[src/rtl/tx_frame_packer.sv]
// tx_frame_packer: gathers payload bytes into a frame buffer, then feeds the
// framed byte stream (header, type, length, payload, checksum, tail) to a
// byte-wide UART transmitter one byte at a time.
//
// Handshake with the UART: Tx_Start_Sig is a one-cycle pulse that marks
// Tx_Data as a new byte to send; Tx_Data is held until the next pulse.
// The UART answers with a one-cycle Tx_Done_Sig once the byte has left.
// Only a Tx_Done_Sig arriving in SEND while no start pulse is being issued
// advances the stream; the next Tx_Start_Sig follows exactly one cycle later.
module tx_frame_packer #(
    parameter int           MAX_LEN   = 16,
    parameter int           CSUM_MODE = 0,
    parameter logic [7:0]   HEAD0     = 8'hFF,
    parameter logic [7:0]   HEAD1     = 8'hFE,
    parameter logic [7:0]   TAIL0     = 8'hFE,
    parameter logic [7:0]   TAIL1     = 8'hFF
) (
    input  logic        CLOCK_50M,
    input  logic        RST,
    input  logic        Frame_Start_Sig,
    input  logic [7:0]  Frame_Type,
    input  logic        Data_Send_Sig,
    input  logic [7:0]  Data,
    input  logic        Frame_End_Sig,
    input  logic        Tx_Done_Sig,
    output logic        Tx_Start_Sig,
    output logic [7:0]  Tx_Data,
    output logic        Tx_En_Sig,
    output logic        Busy,
    output logic        Frame_Done_Sig,
    output logic        Err_Sig,
    output logic [1:0]  state_dbg
);

    // Buffer address width; a one-entry buffer still needs one address bit.
    localparam int AW = (MAX_LEN > 1) ? $clog2(MAX_LEN) : 1;

    typedef enum logic [1:0] {
        S_IDLE    = 2'd0,
        S_COLLECT = 2'd1,
        S_SEND    = 2'd2
    } state_t;

    state_t         state, state_nxt;
    logic [7:0]     type_reg, type_nxt;
    logic [7:0]     count, count_nxt;
    logic [15:0]    csum, csum_nxt, csum_upd;
    logic [8:0]     idx, idx_nxt;
    logic           tx_start_nxt;
    logic [7:0]     tx_data_nxt;
    logic           done_nxt;
    logic           err_nxt;
    logic           buf_we;
    logic           close;

    // Byte-selection helpers for the transmit stream.
    logic [8:0]     cnt9;
    logic [8:0]     sel_idx;
    logic [8:0]     last_idx;
    logic [AW-1:0]  data_off;
    logic [7:0]     csum_hi, csum_lo;
    logic [7:0]     byte_sel;

    logic [7:0]     frame_buf [MAX_LEN];

    assign Tx_En_Sig = (state == S_SEND);
    assign Busy      = (state != S_IDLE);
    assign state_dbg = state;

    assign cnt9     = {1'b0, count};
    assign sel_idx  = idx + 9'd1;
    assign last_idx = cnt9 + 9'd7;
    assign data_off = AW'(sel_idx - 9'd4);
    assign csum_hi  = (CSUM_MODE == 1) ? 8'h00 : csum[15:8];
    assign csum_lo  = csum[7:0];
    assign csum_upd = (CSUM_MODE == 1) ? (csum ^ {8'h00, Data})
                                       : (csum + {8'h00, Data});

    // Pick the byte that follows position idx in the frame layout.
    always_comb begin
        byte_sel = TAIL1;
        if (sel_idx == 9'd1) begin
            byte_sel = HEAD1;
        end else if (sel_idx == 9'd2) begin
            byte_sel = type_reg;
        end else if (sel_idx == 9'd3) begin
            byte_sel = count;
        end else if (sel_idx < cnt9 + 9'd4) begin
            byte_sel = frame_buf[data_off];
        end else if (sel_idx == cnt9 + 9'd4) begin
            byte_sel = csum_hi;
        end else if (sel_idx == cnt9 + 9'd5) begin
            byte_sel = csum_lo;
        end else if (sel_idx == cnt9 + 9'd6) begin
            byte_sel = TAIL0;
        end
    end

    // Next-state and next-output logic for the IDLE / COLLECT / SEND machine.
    always_comb begin
        state_nxt    = state;
        type_nxt     = type_reg;
        count_nxt    = count;
        csum_nxt     = csum;
        idx_nxt      = idx;
        tx_start_nxt = 1'b0;
        tx_data_nxt  = Tx_Data;
        done_nxt     = 1'b0;
        err_nxt      = 1'b0;
        buf_we       = 1'b0;
        close        = 1'b0;
        case (state)
            S_IDLE: begin
                // A payload strobe or end pulse with no open frame is rejected.
                if (Data_Send_Sig || Frame_End_Sig) begin
                    err_nxt = 1'b1;
                end
                if (Frame_Start_Sig) begin
                    type_nxt  = Frame_Type;
                    count_nxt = 8'd0;
                    csum_nxt  = 16'd0;
                    state_nxt = S_COLLECT;
                end
            end
            S_COLLECT: begin
                if (Frame_Start_Sig) begin
                    // Restart: drop what was collected, keep collecting.
                    type_nxt  = Frame_Type;
                    count_nxt = 8'd0;
                    csum_nxt  = 16'd0;
                end else begin
                    // Store first so a coincident end pulse counts this byte.
                    if (Data_Send_Sig) begin
                        buf_we    = 1'b1;
                        count_nxt = count + 8'd1;
                        csum_nxt  = csum_upd;
                        if (cnt9 + 9'd1 == 9'(MAX_LEN)) begin
                            close = 1'b1;
                        end
                    end
                    if (Frame_End_Sig) begin
                        close = 1'b1;
                    end
                end
                if (close) begin
                    state_nxt    = S_SEND;
                    idx_nxt      = 9'd0;
                    tx_start_nxt = 1'b1;
                    tx_data_nxt  = HEAD0;
                end
            end
            S_SEND: begin
                if (Frame_Start_Sig || Data_Send_Sig || Frame_End_Sig) begin
                    err_nxt = 1'b1;
                end
                if (Tx_Done_Sig && !Tx_Start_Sig) begin
                    if (idx == last_idx) begin
                        done_nxt  = 1'b1;
                        state_nxt = S_IDLE;
                    end else begin
                        idx_nxt      = sel_idx;
                        tx_start_nxt = 1'b1;
                        tx_data_nxt  = byte_sel;
                    end
                end
            end
            default: begin
                state_nxt = S_IDLE;
            end
        endcase
    end

    // State, counters, checksum and registered outputs.
    always_ff @(posedge CLOCK_50M or posedge RST) begin
        if (RST) begin
            state          <= S_IDLE;
            type_reg       <= 8'h00;
            count          <= 8'd0;
            csum           <= 16'd0;
            idx            <= 9'd0;
            Tx_Start_Sig   <= 1'b0;
            Tx_Data        <= 8'h00;
            Frame_Done_Sig <= 1'b0;
            Err_Sig        <= 1'b0;
        end else begin
            state          <= state_nxt;
            type_reg       <= type_nxt;
            count          <= count_nxt;
            csum           <= csum_nxt;
            idx            <= idx_nxt;
            Tx_Start_Sig   <= tx_start_nxt;
            Tx_Data        <= tx_data_nxt;
            Frame_Done_Sig <= done_nxt;
            Err_Sig        <= err_nxt;
        end
    end

    // Payload storage; contents are only meaningful up to count, so no reset.
    always_ff @(posedge CLOCK_50M) begin
        if (buf_we) begin
            frame_buf[count[AW-1:0]] <= Data;
        end
    end

endmodule

[config.mk]
export PLATFORM = sky130hd
export DESIGN_NAME = tx_frame_packer
export DESIGN_NICKNAME = d
export VERILOG_FILES = /design/src/rtl/tx_frame_packer.sv
export SDC_FILE = /design/constraint.sdc
export NUM_CORES = 1
export LEC_CHECK = 0
export ABC_CLOCK_PERIOD_IN_PS = 8800
export CAP_MARGIN = 10
export CORE_ASPECT_RATIO = 0.8
export CORE_UTILIZATION = 40
export CTS_CLUSTER_SIZE = 24
export DETAILED_ROUTE_END_ITERATION = 10
export PLACE_DENSITY = 0.57
export REMOVE_ABC_BUFFERS = 1
export SYNTH_ARGS = -nofsm -noshare
export SYNTH_HDL_FRONTEND = slang
export SYNTH_SLANG_ARGS = --single-unit
[constraint.sdc]
create_clock -name CLOCK_50M -period 8.8 [get_ports CLOCK_50M]
set_clock_uncertainty 0.2 [all_clocks]
set_input_delay 1.76 -clock CLOCK_50M [delete_from_list [all_inputs] [get_ports CLOCK_50M]]
set_output_delay 1.76 -clock CLOCK_50M [all_outputs]
set_load 0.1 [all_outputs]
# Word-level counts from Yosys, hierarchy flattened
# Memories as Yosys holds them, arrays and structs flattened.
# Cells that the tools add are included.
# totals
mem_bits_rw	128
out_inout_bits	15
mem_count	1
input_bits	22
register_bits	54
elab_cells	98
# mem_list
name	words	word_bits	read_ports	rd_clocked_by_memory_dff	wr	line	source
frame_buf	16	8	1	0	1	64	logic [7:0] frame_buf [MAX_LEN];
# op_classes
order_cmp	1
reduce_logical	14
n_eq_ne	16
muxes	48
addsub	9
# ops
operator	count
$mux W8	12
$mux W16	3
$add A8 B3 Y9 const B	4
$eq A9 B9 Y1	4
$pmux W16 S2	1
$pmux W8 S2	2
$mux W9	3
$mux W1	19
$eq A9 B2 Y1 const B	2
$pmux W9 S2	1
$add A16 B8 Y16	1
$add A8 B1 Y9 const B	1
$add A9 B1 Y9 const B	1
$eq A9 B1 Y1 const B	1
$eq A9 B5 Y1 const B	1
$lt A9 B9 Y1	1
$add A8 B1 Y8 const B	1
$mux W2	4
$reduce_and A4 Y1	2
$ne A2 B2 Y1 const B	3
$pmux W2 S3	1
$reduce_bool A2 Y1	3
$ne A2 B1 Y1 const B	2
$pmux W1 S2	2
other kinds (11)	13

# Longest topological paths before layout
# logic_depth
word_depth	12
ltp_mapped	14
ltp_nobuf	13

# Worst setup path after synthesis
# No wires, ideal clock.
# synth_path
path_type	register to output
startpoint	reg state[0], in the netlist state_dbg[0]
endpoint	out Busy
path_stages_with_launch	4
t_arrival_ns	2.064
required_ns	6.840
slack_ns	4.776
path_cell_list	dfrtp_1 -> inv_1 -> ha_1 -> inv_1
# synth_via
elab_chain_cells	1
# synth_rtl
item	line	source
start: declaration	44	state_t state, state_nxt;
start signal: assignment	186	state <= state_nxt;
$reduce_bool A2 Y1	67	assign Busy = (state != S_IDLE);
end: declaration	29	output logic Busy,
# No other way between the ends.

# Worst setup path after layout
# layout_path
startpoint	reg idx[0]
endpoint	reg Tx_Data[3]
# layout_via
elab_chain_cells	11
word_cells_on_any_way	21
cone_classes	add/sub (2); order compare (1); eq/ne (7); mux (9); reduce/logical (1); memory (1)
# layout_rtl
item	line	source
start: declaration	48	logic [8:0] idx, idx_nxt;
start signal: assignment	190	idx <= idx_nxt;
branches (longest 11 deep; another with $add A9 B1 Y9)	-	
end signal: assignment	192	Tx_Data <= tx_data_nxt;
end: declaration	27	output logic [7:0] Tx_Data,
# Several ways; the timed one is not identified. The select of a mux whose other input is x is not followed.
# A chain may end at the register's enable or synchronous reset.

==> flow_metrics.tcl <==
set metrics [dict create \
    area_delta_synth_final_pct 12.56 \
    rows 49 \
    num_antenna_cells 0 \
    synth.cell_area_um2 9373 \
    cp-startpoint "idx[0]" \
    drcViolationCount 0 \
    vdd_drop_max_v 0.0001332 \
    period_share_pct 53.98 \
    cp_data_arrival_time_ps 4900 \
    largest_reg_flops 128 \
    clock_latency_ps 440 \
    avgSynthCellArea_um2 13.26 \
    synth_area_leaders "edfxtp_1 (41%), dfrtp_1 (14%), mux4_2 (9.6%)" \
    cts_hold_buf 0 \
    cts_setup_buffers 0 \
    grt_pass1_vias 5893 \
    required_ps 8950 \
    core_um2 22750 \
    die_width_um 173.1 \
    cts_tree "yes" \
    ys.flop_type "edfxtp_1" \
    ys_seq_area_share_pct 55.43 \
    fin_crit_ps 4750 \
    synth_edf_count 128 \
    fmax_ghz 0.2105 \
    ctsResizeCount 0 \
    worst_pin_slew_ps 1014 \
    critPathLaunchType "register" \
    placement.io_buffers 36 \
    io_pins 37 \
    final_cell_mix "edfxtp_1 (128), dfrtp_1 (53), nor2_1 (49), nand2_1 (40), mux4_2 (40)" \
    nNetsFinal 796 \
    place_hpwl_mm 16.33 \
    p_total_w 0.002914 \
    drive_gt1_share_pct 14.46 \
    yosys_warnings 0 \
    async_flop_share_pct 29.67 \
    fillCellCount 1975 \
    wirelength_mm 23.19 \
    grt.overflow.total 0 \
    die_h_um 138.9 \
    clock-sinks 182 \
    antenna_found_initial 1 \
    yosys.area.top_type "edfxtp_1" \
    worstHoldPathType "reg2reg" \
    mostFrequentLayoutCell "edfxtp_1" \
    wl_per_cell_um 22.02 \
    grt_max_degree 55 \
    r2r-start "idx[0]" \
    yosysTopAreaCellShare_pct 41.01 \
    critical_path.max_fanout 18 \
    path_cells "ha_1 > nand3_1 > nor3_1 > xnor2_1 > inv_1 > ha_1 > and3_1 > a221oi_1 > and2_0 > nor3_1 > o31a_1 > nor4_2" \
    worstSetupEndpointType "register" \
    clockBufferDepth 2 \
    root_buffer "clkbuf_16" \
    maxCapViolCount 0 \
    start_util_pct 41.21 \
    cts.clk_slew.worst_paths_ps 80 \
    via_per_inst 5.625 \
    relSlewSlack_pct 32.14 \
    grt_pass1_wl_mm 36.41 \
    vias 5923 \
    slowest_stage "and2_0" \
    die-area_um2 24050 \
    status "finished clean" \
    min-delay-start "type_reg[1]" \
    p_leak_nw 3.815 \
    max_stage_delay_ps 770 \
    hold_viol 0 \
    gp_congestion 0.8639 \
    slew_viol_final 0 \
    firstDrtPassIters 5 \
    synth_cell_types 76 \
    cts-htree-levels 4 \
    cts_made_buffers 17 \
    cellPowerDensity_nw_per_um2 276.2 \
    grt.total_usage_pct 20.29 \
    setup_violations 0 \
    ys_seq_elements 182 \
    drtAntennaViolNets 0 \
    drt_iter0_drc 459 \
    netlist_instances 707 \
    path_class "reg2reg" \
    rsz0062_at_grt "false" \
    fin_tns_setup_ps 0 \
]
report_power, final:
group	leakage (nW)	internal (W)	total (W)	switching, W
Clock	0.267	0.000404	0.000741	0.000337
Sequential	1.84	0.000986	0.00106	0.0000786
Combinational	1.71	0.000416	0.00111	0.000693
Total	3.81	0.00180	0.00291	0.00111
stage by stage:
step           cells  hold slack, ps  area, µm²  worst slack (ps)  util [%]
5_1_grt         1053           333.2      10550              3707     46.38
6_report        1053           311.5      10550              4050     46.38
4_1_cts         1053           315.6      10550              4074     46.38
2_1_floorplan    674           273.6       9199              3595         -
3_3_place_gp    1021           292.9       9981              4014     43.88
3_5_place_dp    1021           298.0       9981              3906     43.88
cell usage after synthesis, types with 20 or more instances:
master	instances
ha_1	39
and3_1	23
o21ai_0	36
nor2_1	49
mux4_2	40
edfxtp_1	128
xnor2_1	30
dfrtp_1	54
nand2_1	40
inv_1	24
nor3_1	23
a21oi_1	20
cell type report:
| class | instances | area, µm² | area share [%] |
|---|---|---|---|
| Inverter | 24 | 90.09 | 0.8539 |
| Sequential cell | 182 | 5196 | 49.25 |
| Tap cell | 306 | 382.9 | 3.629 |
| Timing Repair Buffer | 41 | 397.9 | 3.771 |
| Clock buffer | 20 | 446.7 | 4.234 |
| Clock inverter | 12 | 122.6 | 1.162 |
| Multi-Input combinational cell | 468 | 3914 | 37.10 |
worst max-delay path: cells and delay by family, from the launching register on:
kind	cells	cell delay, ps
compound gates	2	790
flops	1	700
fa+ha+maj	2	630
buf+inv	1	150
simple gates	6	1840
xor+xnor	1	340
cells by family after synthesis:
family          after synthesis  share of synthesized area [%]
compound gates              119                          8.317
xor+xnor                     48                          4.953
fa+ha+maj                    40                          5.420
buf+inv                      57                          2.817
flops                       182                          55.43
mux                          55                          11.36
simple gates                206                          11.71
final timing paths:
| check | to | slack, ps | cells past startpoint |
|---|---|---|---|
| setup / recovery | Tx_Data[3] | 4050 | 12 |
| hold / removal | type_reg[1] | 310 | 1 |
| setup reg to reg | Tx_Data[3] | 4050 | 12 |
| hold reg to reg | type_reg[1] | 310 | 1 |
| max in group asynchronous | idx[0] | 6210 | 3 |
| min in group asynchronous | type_reg[3] | 1650 | 3 |
per-layer routing:
| metal | part of all wire, % | global-route usage [%] | up-vias |
|---|---|---|---|
| li1 | - | - | 2722 |
| met1 | 51 | 32.02 | 3038 |
| met2 | 44 | 29.50 | 149 |
| met3 | 4.5 | 2.440 | 14 |
| met4 | 0.84 | 5.077 | 0 |
| met5 | 0 | 0 | - |
(Power assumes the default switching activity.)
==> edit 1, RTL diff (same flow settings) <==
Take the reset off `csum` and load it in a clocked block of its own.
--- a/src/rtl/tx_frame_packer.sv
+++ b/src/rtl/tx_frame_packer.sv
@@ -176,7 +176,6 @@
             state          <= S_IDLE;
             type_reg       <= 8'h00;
             count          <= 8'd0;
-            csum           <= 16'd0;
             idx            <= 9'd0;
             Tx_Start_Sig   <= 1'b0;
             Tx_Data        <= 8'h00;
@@ -186,7 +185,6 @@
             state          <= state_nxt;
             type_reg       <= type_nxt;
             count          <= count_nxt;
-            csum           <= csum_nxt;
             idx            <= idx_nxt;
             Tx_Start_Sig   <= tx_start_nxt;
             Tx_Data        <= tx_data_nxt;
@@ -195,6 +193,10 @@
         end
     end
 
+    always_ff @(posedge CLOCK_50M) begin
+        csum <= csum_nxt;
+    end
+
     // Payload storage; contents are only meaningful up to count, so no reset.
     always_ff @(posedge CLOCK_50M) begin
         if (buf_we) begin
Formal check against the unedited RTL: same outputs for any inputs over 10 cycles, from zero or initial values and one cycle with RST high; that may be too few to reach the edited logic, so the function may still have changed.
==> edit 1 against the original RTL <==
First-iteration DRC count rose by 24%; area after synthesis decreased by 0.79%; highest routed layer unchanged; wire length down 2.7%; design area fell by 0.79%; critical path type is now in -> reg; via count is 1.4% lower; combinational power rose by 5%; sequential cell count unchanged; power up 3.0%; clock power down 1%; setup slack better by 0.043 ns; synthesized cell count down 3.5%.
==> edit 1: results <==
set metrics [dict create \
    slowest_delay_ns 0.84 \
    path_delay_family "compound AO/OA/AOI/OAI gates" \
    final_cell_count_no_fill 1024 \
    antenna_found_initial 0 \
    wire_per_inst_um 22.0 \
    synth_edf_count 144 \
    pwr-share-seq_pct 37.0 \
    ys_seq_area_share_pct 56.7 \
    reg2reg_to "Tx_Data[5]$_DFFE_PP0P_" \
    drtPass1Iterations 5 \
    outcome "finished, final reports clean" \
    wl_met1_um 10800 \
    hp-start "type_reg[0]$_DFFE_PP0P_" \
    dpl.hpwl_um 15500 \
    synthCells 682 \
    p_leak_uw 0.00373 \
    via_count 5839 \
    gp_congestion 0.864 \
    async_reset_ff_share_pct 20.9 \
    nFillCells 1962 \
    synthAdderAreaFrac_pct 5.46 \
    min_to "type_reg[0]$_DFFE_PP0P_" \
    fin_hold_ws_ns 0.322 \
    ir_drop_mv 0.155 \
    ys_top_cells_by_count "144 x edfxtp_1, 40 x mux4_2, 39 x ha_1, 39 x nor2_1, 38 x dfrtp_1" \
    netSwitchingPower_uw 1140 \
    finalNetCount 767 \
    place_area_sq_um 9910 \
    grt_use_total_pct 20.0 \
    synth_compound_area_share_pct 8.67 \
    worst_pin_slew_ns 1.00 \
    arrival_ns 4.67 \
    synthMuxAreaShare_pct 11.5 \
    sw_frac_of_total_pct 37.9 \
    synth_area_leaders "edfxtp_1 47%, dfrtp_1 10%, mux4_2 9.7%, ha_1 5.2%, xnor2_1 2.6%" \
    grt_util_met2_pct 29.0 \
    p_clk_share_pct 24.4 \
    synth-xor-area-share_pct 4.97 \
    drive_gt1_share_pct 13.2 \
    cp_max_fo 17 \
    grt_use_met1_pct 30.9 \
    cp_slowest_cell "clkdlybuf4s50_1" \
    ys.warnings.count 0 \
    grt_pass1_wl_um 34800 \
    grtUsageMet3_pct 4.15 \
    met2_length_um 10100 \
    drt_iter0_markers 567 \
    hold_class "reg -> reg" \
    dpl.cell_count 992 \
    grt_max_degree 42 \
    dp_slack_ns 3.71 \
    worstSetupStartpoint "Data[0]" \
]
## edit 1: changes by cell type after synthesis, sizes merged, moves of 8 or more
cell    unedited run  this run
nand2             41        33
dfrtp             54        38
nor2              50        39
edfxtp           128       144
nor3              23        10
## edit 1: how the worst max path moves through the flow
stage / end / slack (ns)
floorplan: Tx_Data[2]$_DFFE_PP0P_ / 4.01
global placement: csum[10]$_SDFFCE_PP0P_ / 3.83
detailed placement: csum[10]$_SDFFCE_PP0P_ / 3.71
CTS: csum[12]$_SDFFCE_PP0P_ / 4.11
global route: csum[10]$_SDFFCE_PP0P_ / 3.80
finish: csum[12]$_SDFFCE_PP0P_ / 4.09
## edit 1: cell type report
cell class	instances	area, sq um	area share [%]
timing repair buffer	40	390	3.73
clock inverter	13	124	1.18
tap	306	383	3.66
clock buffer	19	433	4.14
sequential	182	5280	50.4
multi-input combinational	434	3750	35.8
inverter	30	113	1.08
==> edit 2, RTL diff (same flow settings) <==
Made on the original files. `MAX_LEN`: 16 -> 32.
--- a/src/rtl/tx_frame_packer.sv
+++ b/src/rtl/tx_frame_packer.sv
@@ -8,7 +8,7 @@
 // Only a Tx_Done_Sig arriving in SEND while no start pulse is being issued
 // advances the stream; the next Tx_Start_Sig follows exactly one cycle later.
 module tx_frame_packer #(
-    parameter int           MAX_LEN   = 16,
+    parameter int           MAX_LEN   = 32,
     parameter int           CSUM_MODE = 0,
     parameter logic [7:0]   HEAD0     = 8'hFF,
     parameter logic [7:0]   HEAD1     = 8'hFE,
Formal check against the unedited RTL: same outputs for any inputs over 10 cycles, from zero or initial values and one cycle with RST high; that may be too few to reach the edited logic, so the function may still have changed.
==> edit 2 against the original RTL <==
Count of clock-buffer cells in the layout up 12; sequential cell count up 128; area after synthesis increased by 54%; setup slack improved by 0.11 ns; wire length up 52%; die area is 53% higher; power increased by 61%; design area is 55% higher; largest power group is now sequential cells.
==> edit 2: results <==
set metrics [dict create \
    cp_max_fo 10 \
    routed_wl_um 35300 \
    antenna_found_initial 0 \
    slew_headroom_pct 29.3 \
    nFillCells 3114 \
    clkLatencyLatePin_ns 0.58 \
    arrival_ns 2.68 \
    worstSetupStartpoint "state_dbg[0]$_DFFE_PP0P_" \
    worstReg2RegStart "count[2]$_DFFE_PP0P_" \
    hp-start "type_reg[6]$_DFFE_PP0P_" \
    io_buffer_count 36 \
    grt_pass1_wl_um 53400 \
    finalNetCount 1042 \
    synthDistinctLibCells 75 \
    outcome "finished, final reports clean" \
    p_leak_uw 0.00559 \
    ctsLongestPathBuffers 3 \
    min_to "type_reg[6]$_DFFE_PP0P_" \
    dpl.hpwl_um 24000 \
    r2r_cells 10 \
    grt_pass1_vias 8040 \
    largest_reg_flops 256 \
    grt_use_total_pct 19.7 \
    drt_iter0_markers 807 \
    ir_drop_mv 0.173 \
    htreeDepth 1 \
    reg2reg_slack_ns 4.21 \
    dp_slack_ns 3.73 \
    synth_area_leaders "edfxtp_1 53%, mux4_2 12%, dfrtp_1 9.4%, ha_1 3.4%, xnor2_1 1.9%" \
    gp_congestion 0.902 \
    numCtsBuffers 31 \
    drive_gt1_share_pct 18.6 \
    synth_edf_count 256 \
    ys_seq_area_share_pct 62.7 \
    reg2reg_to "Tx_Data[0]$_DFFE_PP0P_" \
]
## edit 2: cell count changes after synthesis, moves of 8 or more
cell	delta
a21oi_1	+8
and3_1	-17
buf_2	+11
edfxtp_1	+128
mux4_2	+38
nand2_1	+18
nand3_1	+8
o21ai_0	+13
## edit 2: kinds of logic after synthesis
family | after synthesis | share of synthesized area [%]
adders and majority gates | 40 | 3.52
muxes | 100 | 13.9
buffers and inverters | 77 | 2.58
and+or+nand+nor | 213 | 7.43
xor gates and xnor gates | 48 | 3.14
AOI/OAI and AO/OA | 146 | 6.79
DFF | 310 | 62.7
## edit 2: metal layers
metal	routed length [um]	vias to the layer above	share of wire (%)	track usage, %
li1	-	3740	-	-
met1	17600	4189	50	31.3
met2	14700	279	42	27.4
met3	2410	49	6.8	3.82
met4	632	0	1.8	4.22
met5	0	-	0	0
## edit 2: how the worst max path moves through the flow
stage / to / slack [ns] / cells after the start
after floorplan: Tx_Data[0]$_DFFE_PP0P_ / 1.75 / 10
after global placement: frame_buf[27][0]$_DFFE_PP_ / 3.56 / 5
after detailed placement: frame_buf[26][6]$_DFFE_PP_ / 3.73 / 5
after CTS: Tx_En_Sig / 4.13 / 3
after global routing: Tx_Data[0]$_DFFE_PP0P_ / 3.81 / 10
final: Tx_En_Sig / 4.16 / 3
## edit 2: power breakdown
part	internal, uW	leakage (uW)	switching [uW]
logic	659	0.00207	894
clock network	825	0.000528	568
registers	1650	0.00299	106
## edit 2: worst max-delay path, stage by stage, from the launching register on
cell	delay (ns)
dfrtp_1	0.41
inv_1	0.12
ha_1	0.39
clkdlybuf4s50_1	1.20
## edit 2: through the flow
| step | hold WS, ns | util (%) | cell area (sq um) | instances |
|---|---|---|---|---|
| finish | 0.310 | 46.7 | 16400 | 1477 |
| global route | 0.340 | 46.7 | 16400 | 1477 |
| CTS | 0.313 | 46.6 | 16400 | 1475 |
| detailed placement | 0.301 | 43.5 | 15300 | 1417 |
| global placement | 0.297 | 43.5 | 15300 | 1415 |
| floorplan | 0.259 | - | 14200 | 891 |
## edit 2: area by class of cell
class | instances | area, sq um | share of cell area [%]
sequential | 310 | 9040 | 55.2
multi-input combinational | 547 | 5030 | 30.7
clock buffer | 32 | 779 | 4.76
tap | 472 | 591 | 3.60
timing repair buffer | 56 | 503 | 3.07
clock inverter | 26 | 307 | 1.87
inverter | 34 | 128 | 0.779
